--- src/rtl/hazard_ctrl_pkg.sv ---
// Shared types and encodings for the ID/EX/WB hazard controller.
// FSM states, forwarding selects and the tracked-slot bundle.
package hazard_ctrl_pkg;

   localparam int REG_ADDR_W = 5;

   localparam logic [1:0] FWD_RF = 2'b00;
   localparam logic [1:0] FWD_EX = 2'b01;
   localparam logic [1:0] FWD_WB = 2'b10;

   typedef enum logic [1:0] {
      ST_RUN,
      ST_MEM_WAIT,
      ST_FLUSH
   } state_t;

   typedef struct packed {
      logic [REG_ADDR_W-1:0] waddr;
      logic                  wren;
      logic                  is_load;
   } slot_t;

   function automatic logic [31:0] sat_inc(input logic [31:0] v);
      return (v == 32'hFFFF_FFFF) ? v : v + 32'd1;
   endfunction

endpackage

--- src/rtl/hazard_fwd_unit.sv ---
// Forwarding select and load-use detect for the ID instruction.
// Purely combinational; compares ID sources against the EX and WB slots.
module hazard_fwd_unit
   import hazard_ctrl_pkg::*;
(
   input  logic [REG_ADDR_W-1:0] rs1,
   input  logic [REG_ADDR_W-1:0] rs2,
   input  logic                  rs1_used,
   input  logic                  rs2_used,
   input  slot_t                 ex_slot,
   input  slot_t                 wb_slot,
   output logic [1:0]            sel1,
   output logic [1:0]            sel2,
   output logic                  load_use
);

   function automatic logic hit(
      input logic [REG_ADDR_W-1:0] addr,
      input logic                  used,
      input slot_t                 s
   );
      return used && (addr != '0) && s.wren && (s.waddr == addr);
   endfunction

   logic ex1, ex2, wb1, wb2;

   assign ex1 = hit(rs1, rs1_used, ex_slot);
   assign ex2 = hit(rs2, rs2_used, ex_slot);
   assign wb1 = hit(rs1, rs1_used, wb_slot);
   assign wb2 = hit(rs2, rs2_used, wb_slot);

   // the younger producer in EX wins over WB
   assign sel1 = ex1 ? FWD_EX : (wb1 ? FWD_WB : FWD_RF);
   assign sel2 = ex2 ? FWD_EX : (wb2 ? FWD_WB : FWD_RF);

   assign load_use = (ex1 || ex2) && ex_slot.is_load;

endmodule

--- src/rtl/pipeline_hazard_ctrl.sv ---
// Hazard, stall and flush controller for the ID/EX/WB pipeline.
// Optional perf counters are built when HAZARD_PERF_CNT_EN is defined.
module pipeline_hazard_ctrl
   import hazard_ctrl_pkg::*;
#(
   parameter int BRANCH_PENALTY = 2,
   parameter int MEM_TIMEOUT    = 16
) (
   input  logic                  clk,
   input  logic                  reset,
   input  logic [REG_ADDR_W-1:0] rs1_ID,
   input  logic [REG_ADDR_W-1:0] rs2_ID,
   input  logic                  rs1_used_ID,
   input  logic                  rs2_used_ID,
   input  logic [REG_ADDR_W-1:0] WAddr_ID,
   input  logic                  WrEn_RF_ID,
   input  logic                  is_load_ID,
   input  logic                  branch_taken_EX,
   input  logic                  dmem_req_EX,
   input  logic                  dmem_ready,
   output logic [1:0]            ALU_hazmux1_sel_ID,
   output logic [1:0]            ALU_hazmux2_sel_ID,
   output logic                  stall_IF,
   output logic                  stall_ID,
   output logic                  stall_EX,
   output logic                  bubble_EX,
   output logic                  flush_ID,
   output logic                  mem_timeout,
   output logic [31:0]           load_stall_cnt,
   output logic [31:0]           mem_stall_cnt,
   output logic [31:0]           flush_cnt
);

   localparam int TW = $clog2(MEM_TIMEOUT + 1);
   localparam logic [TW-1:0] TMAX = TW'(MEM_TIMEOUT);
   localparam logic [2:0] BP_M1 = 3'(BRANCH_PENALTY - 1);

   state_t        state_q, state_d;
   slot_t         ex_q, wb_q;
   logic [2:0]    fcnt_q, fcnt_d;
   logic [TW-1:0] tcnt_q, tcnt_d;
   logic          load_use;
   logic          s_if, s_id, s_ex, bub, fl, ld_stall;

   hazard_fwd_unit u_fwd (
      .rs1      (rs1_ID),
      .rs2      (rs2_ID),
      .rs1_used (rs1_used_ID),
      .rs2_used (rs2_used_ID),
      .ex_slot  (ex_q),
      .wb_slot  (wb_q),
      .sel1     (ALU_hazmux1_sel_ID),
      .sel2     (ALU_hazmux2_sel_ID),
      .load_use (load_use)
   );

   always_comb begin
      state_d  = state_q;
      fcnt_d   = fcnt_q;
      tcnt_d   = tcnt_q;
      s_if     = 1'b0;
      s_id     = 1'b0;
      s_ex     = 1'b0;
      bub      = 1'b0;
      fl       = 1'b0;
      ld_stall = 1'b0;
      unique case (state_q)
         ST_RUN: begin
            if (dmem_req_EX && !dmem_ready) begin
               s_if    = 1'b1;
               s_id    = 1'b1;
               s_ex    = 1'b1;
               tcnt_d  = TW'(1);
               state_d = ST_MEM_WAIT;
            end else if (branch_taken_EX) begin
               fl  = 1'b1;
               bub = 1'b1;
               if (BRANCH_PENALTY > 1) begin
                  fcnt_d  = BP_M1;
                  state_d = ST_FLUSH;
               end
            end else if (load_use) begin
               s_if     = 1'b1;
               s_id     = 1'b1;
               bub      = 1'b1;
               ld_stall = 1'b1;
            end
         end
         ST_MEM_WAIT: begin
            if (dmem_ready) begin
               state_d = ST_RUN;
            end else begin
               s_if = 1'b1;
               s_id = 1'b1;
               s_ex = 1'b1;
               if (tcnt_q != TMAX) tcnt_d = tcnt_q + TW'(1);
            end
         end
         ST_FLUSH: begin
            // load-use is ignored: the ID instruction is being killed
            if (fcnt_q != 3'd0) begin
               fl     = 1'b1;
               fcnt_d = fcnt_q - 3'd1;
            end
            if (fcnt_q <= 3'd1) state_d = ST_RUN;
         end
         default: state_d = ST_RUN;
      endcase
   end

   // strobes are forced low while reset is held, whatever the inputs do
   assign stall_IF  = reset & s_if;
   assign stall_ID  = reset & s_id;
   assign stall_EX  = reset & s_ex;
   assign bubble_EX = reset & bub;
   assign flush_ID  = reset & fl;

   always_ff @(posedge clk or negedge reset) begin
      if (!reset) begin
         state_q     <= ST_RUN;
         fcnt_q      <= '0;
         tcnt_q      <= '0;
         mem_timeout <= 1'b0;
         ex_q        <= '0;
         wb_q        <= '0;
      end else begin
         state_q <= state_d;
         fcnt_q  <= fcnt_d;
         tcnt_q  <= tcnt_d;
         if (s_ex && (tcnt_d == TMAX)) mem_timeout <= 1'b1;
         if (!s_ex) begin
            wb_q       <= ex_q;
            ex_q.waddr <= WAddr_ID;
            ex_q.wren  <= WrEn_RF_ID & ~(bub | fl);
            ex_q.is_load <= is_load_ID;
         end
      end
   end

`ifdef HAZARD_PERF_CNT_EN
   logic [31:0] ld_q, ms_q, fc_q;

   always_ff @(posedge clk or negedge reset) begin
      if (!reset) begin
         ld_q <= '0;
         ms_q <= '0;
         fc_q <= '0;
      end else begin
         if (ld_stall) ld_q <= sat_inc(ld_q);
         if (s_ex)     ms_q <= sat_inc(ms_q);
         if (fl)       fc_q <= sat_inc(fc_q);
      end
   end

   assign load_stall_cnt = ld_q;
   assign mem_stall_cnt  = ms_q;
   assign flush_cnt      = fc_q;
`else
   logic unused_perf;
   assign unused_perf    = ld_stall;
   assign load_stall_cnt = '0;
   assign mem_stall_cnt  = '0;
   assign flush_cnt      = '0;
`endif

endmodule

--- config.mk ---
export PLATFORM = sky130hd
export DESIGN_NAME = pipeline_hazard_ctrl
export DESIGN_NICKNAME = d
export VERILOG_FILES = /design/src/rtl/hazard_ctrl_pkg.sv /design/src/rtl/hazard_fwd_unit.sv /design/src/rtl/pipeline_hazard_ctrl.sv
export SDC_FILE = /design/constraint.sdc
export NUM_CORES = 1
export LEC_CHECK = 0
export BUFFER_PORTS_ARGS = -buffer_cell sky130_fd_sc_hd__buf_2
export CAP_MARGIN = 10
export CORE_MARGIN = 2
export CORE_UTILIZATION = 45
export CTS_BUF_LIST = sky130_fd_sc_hd__clkbuf_4
export DETAILED_ROUTE_END_ITERATION = 8
export HOLD_SLACK_MARGIN = 0.02
export PLACE_DENSITY = 0.86
export REMOVE_ABC_BUFFERS = 1
export SYNTH_ARGS = -nofsm -noshare
export SYNTH_HDL_FRONTEND = slang
export SYNTH_SLANG_ARGS = --single-unit
--- constraint.sdc ---
create_clock -name clk -period 2.4 [get_ports clk]
set_clock_uncertainty 0.1 [all_clocks]
set_input_delay 0.12 -clock clk [delete_from_list [all_inputs] [get_ports clk]]
set_output_delay 0.12 -clock clk [all_outputs]
set_load 0.01 [all_outputs]
# Yosys cells after proc, flatten, opt, wreduce, memory -nomap -nowiden
# Index checks and enable logic that the tools add are counted.
# totals
ff_bits	24
latchBits	0
ram_bits	0
romBits	0
inputBits	24
out_inout_bits	106
wordCells	86
memories	0
# op_classes
addsub	2
multipliers	0
div	0
magnitude_cmp	1
n_eq_ne	14
n_shift	0
muxes	31
n_bitwise	7
n_reduce_logical	22
# ops
cell	count
5-bit == test	4
2-bit two-way mux	8
5-bit two-way mux	3
1-bit logical AND	13
1-bit two-way mux	11
2-bit != test, second input constant	5
5-bit case mux with 2 select lines	1
5-bit nonzero test	2
3-bit two-way mux	3
1-bit case mux with 2 select lines	3
2-bit case mux with 3 select lines	1
3-bit case mux with 2 select lines	1
5-bit by 1-bit adder with 5-bit output, second input constant	1
1-bit AND	5
5-bit == test, second input constant	1
5-bit != test, second input constant	1
4-bit AND reduction	1
3-bit by 1-bit <= comparator with 1-bit output, second input constant	1
3-bit != test, second input constant	1
3-bit AND reduction	1
3-bit nonzero test	1
3-bit by 1-bit subtractor with 3-bit output, second input constant	1
2-bit by 1-bit == test with 1-bit output, second input constant	1
2-bit == test, second input constant	1
6 further kinds	6

# Logic depth before layout (Yosys ltp)
# depth
word_depth	13
ltp_mapped	7
mapped_depth_nobuf	7

# Hierarchy
# From an unflattened synthesis, not the netlist that was laid out.
# unflattened
cells_unflattened	273
area_unflattened_um2	2283.4
# by_module_without_submodules
module	n_inst	cells_each	area_each_um2	seq_area_each_um2
pipeline_hazard_ctrl	1	234	1971.9	625.6
hazard_fwd_unit	1	39	311.5	0.0

# Worst setup path after synthesis
# Ideal clock, no wire load.
# synth_path
path_type	register to output
from	register state_q[0]
to	output port stall_IF
arrival_time_ps	1616
required_ps	2180
setup_slack_ps	564
stages_incl_launch_ff	7
n_path_buf	2
cell_sequence	dfrtp_1 -> clkbuf_1 -> o21ai_1 -> inv_1 -> and3_1 -> o21bai_1 -> buf_4
# synth_between
elab_chain_len	3
elab_cells_between_ends	4
classes_between	eq/ne: 1; mux: 1; bitwise: 1; reduce/logical: 1
# synth_lines
element	line_no	text
start: declaration	pipeline_hazard_ctrl.sv:38	state_t state_q, state_d;
start signal: assignment	pipeline_hazard_ctrl.sv:127	state_q <= state_d;
2-bit by 1-bit == test with 1-bit output or 2-bit logical NOT (tied branches)	n/a	
1-bit case mux with 2 select lines *	n/a	
1-bit AND *	n/a	
end: declaration	pipeline_hazard_ctrl.sv:23	output logic stall_IF,
# Every way passes the cells marked *; elsewhere a longest branch is shown, timed or not.

# Final worst setup path
# layout_path
from	register state_q[1]
to	output port stall_ID
# layout_between
elab_chain_len	3
elab_cells_between_ends	4
classes_between	eq/ne: 1; mux: 1; bitwise: 1; reduce/logical: 1
# layout_lines
element	line_no	text
2-bit by 1-bit == test with 1-bit output or 2-bit logical NOT (tied branches)	pipeline_hazard_ctrl.sv:67	unique case (state_q)
1-bit case mux with 2 select lines *	pipeline_hazard_ctrl.sv:67	
1-bit AND *	pipeline_hazard_ctrl.sv:113	assign stall_ID = reset & s_id;
end: declaration	pipeline_hazard_ctrl.sv:24	output logic stall_ID,
# Marked as above.

==> reports/metrics.yaml <==
netlist_instances: 268
ys_ff_latch: 24
pin_count: 130
hold_class: "input port to asynchronous set/reset pin"
clock_latency_ps: 330
cp-end-kind: "primary output"
yosys_warnings: 0
worst_slew_pin_slew_ps: 529.4
clkTransAtPathRegs_ps: 150
port_buffers: 33
rows: 25
synth.area.top_cells: "buf_4 34%, dfrtp_1 27%, nand2_1 7.5%"
vias: 1598
slew_headroom: 0.6443
h-tree-depth: 1
grt_start_max_net_pins: 22
final_common_cell: "conb_1"
path_cells: "nor2_1 -> o21ai_1 -> buf_4 -> inv_1 -> and3_1 -> o21bai_1 -> buf_2"
synth_cell_types: 35
fin_setup_tns_ps: 0
setup_viol: 0
powerDensity_nw_per_um2: 739.9
clockBufferDepth: 2
cts_setup_buffers: 0
fp.coreArea_um2: 4723
leakagePower_uw: 0.001193
max_stage_delay_ps: 460
final_cell_mix: "96 x conb_1, 44 x nand2_1, 33 x buf_2"
critPathTopFamily: "buffers and inverters"
post-route-period-util: 0.9222
critPathKind: "flop to primary output"
drive_gt1_frac: 0.1419
drtAntennaViolNets: 0
syn_area_um2: 2191
die_y_um: 73.78
yosysTopAreaCell: "buf_4"
n_antenna_cell: 0
fin_crit_ps: 2213
fmax_mhz: 451.8
die_x_um: 73.78
ir_drop_v: 0.0003192
cts_made_buffers: 3
cp.arrival_ps: 1990
synth_seq_area_share: 0.2741
place_area_um2: 2064
synthToLayoutAreaGrowth_pct: 0.9708
start_util: 0.4638
maxCapViolCount: 0
critical_path_required_ps: 2180
cp-start-kind: "flop"
overflow: 0
slew_violations: 0
cp_slowest_cell: "dfrtp_1"
holdWs_ps: 36.96
via_per_inst: 4.239
grt_usage: 0.1383
wl_um: 3831
grt_pass1_vias: 1387
ys_dominant_reg_cell: "dfrtp_1"
drc: 0
hpwl_um: 3073
dpl.cell_count: 364
grt_pass1_wl_um: 5920
antenna_found_initial: 0
post_drt_wl_per_cell_um: 10.16
final_cells: 377
final_nets: 340
finalInstanceArea_um2: 2212
critPathMaxFanout: 14
dr.first_iter.drc_count: 33
status: "completed"
rsz0062_at_grt: "no"
synth.top_cell.area_share: 0.3392
clockRootBuffer: "clkbuf_4"
cts_tree: "done"
synthArstFlopShare: 1.000
fp.dieArea_um2: 5443
gp_congestion: 0.8624
cts.sinks: 24
postSynthAreaPerCell_um2: 8.175
hold_viol: 0
drt_pass1_iterations: 4
cp_num_buf_inv: 3
synth_edf_count: 0
[cell families (layout without fill, tap and decap cells)]
| logic type | Yosys count | after routing | share of synthesized area |
|---|---|---|---|
| xor+xnor | 23 | 23 | 0.09195 |
| mux | 1 | 1 | 0.004569 |
| buf+inv | 114 | 61 | 0.3649 |
| simple gates | 73 | 73 | 0.1559 |
| other cells | 1 | 96 | 0.001712 |
| flops | 24 | 24 | 0.2741 |
| compound gates | 27 | 27 | 0.07825 |
| fa+ha+maj | 5 | 5 | 0.02856 |
[metal layers]
metal	global-route usage	vias to the layer above	share of wire
met5	0	-	0
met4	0.03636	0	0.0070
met3	0.02743	4	0.074
met2	0.2440	89	0.50
met1	0.1706	750	0.42
li1	-	755	-
[through the flow]
step | power (uW) | setup slack (ps) | util
final | 1637 | 186.8 | 0.4683
after global routing | 1781 | 0.9628 | 0.4683
after CTS | 1633 | 174.8 | 0.4673
after detailed placement | 1322 | 495.2 | 0.4371
after global placement | 1291 | 537.3 | 0.4371
after floorplan | 1134 | 223.8 | -
[synth_stat cells (all sizes together) (2+ instances only)]
library cell,n
nand2,44
nand3,4
dfrtp,24
o21ai,13
nand4b,2
ha,5
nor2,4
buf,99
xnor2,15
or4,3
inv,12
xor2,8
nor4,2
nor3,6
clkbuf,3
a21oi,5
nand4,4
[worst paths after layout]
kind	from	to	slack, ps	cells past startpoint
max in group asynchronous	reset	ex_q[5]	1640	3
worst min-delay path	reset	fcnt_q[2]	40	2
worst min register to register	mem_timeout	mem_timeout	380	2
min in group clk	dmem_ready	tcnt_q[1]	110	4
worst max register to register	tcnt_q[0]	mem_timeout	510	7
worst max-delay path	state_q[1]	stall_ID	190	7
[area by class of cell]
type	instances	area [um2]
multi-input cells	225	1152
inverters	12	45.04
fillers	468	2511
repair buffers	45	277.8
flip-flops and latches	24	600.6
well taps	67	83.83
clock buffers	3	22.52
clock inverters	1	30.03
[what timing repair did]
action | 4_1_cts | 5_1_grt
gates resized for setup | 0 | 1
hold buffers | 9 | 0
hold endpoints to repair | 33 | 0
endpoints found under the setup margin | 0 | 1
[state kept, by name, summed over array words and instances (netlist names)]
| name | flops |
|---|---|
| ex_q | 7 |
| wb_q | 6 |
| tcnt_q | 5 |
| fcnt_q | 3 |
| state_q | 2 |
| mem_timeout | 1 |
[power by group]
group / internal, uW / total [uW] / switching, uW
Clock: 169 / 298 / 129
Combinational: 272 / 671 / 399
Sequential: 528 / 668 / 140
Total: 970 / 1640 / 667
No activity file was read; power rests on OpenSTA's default activity.
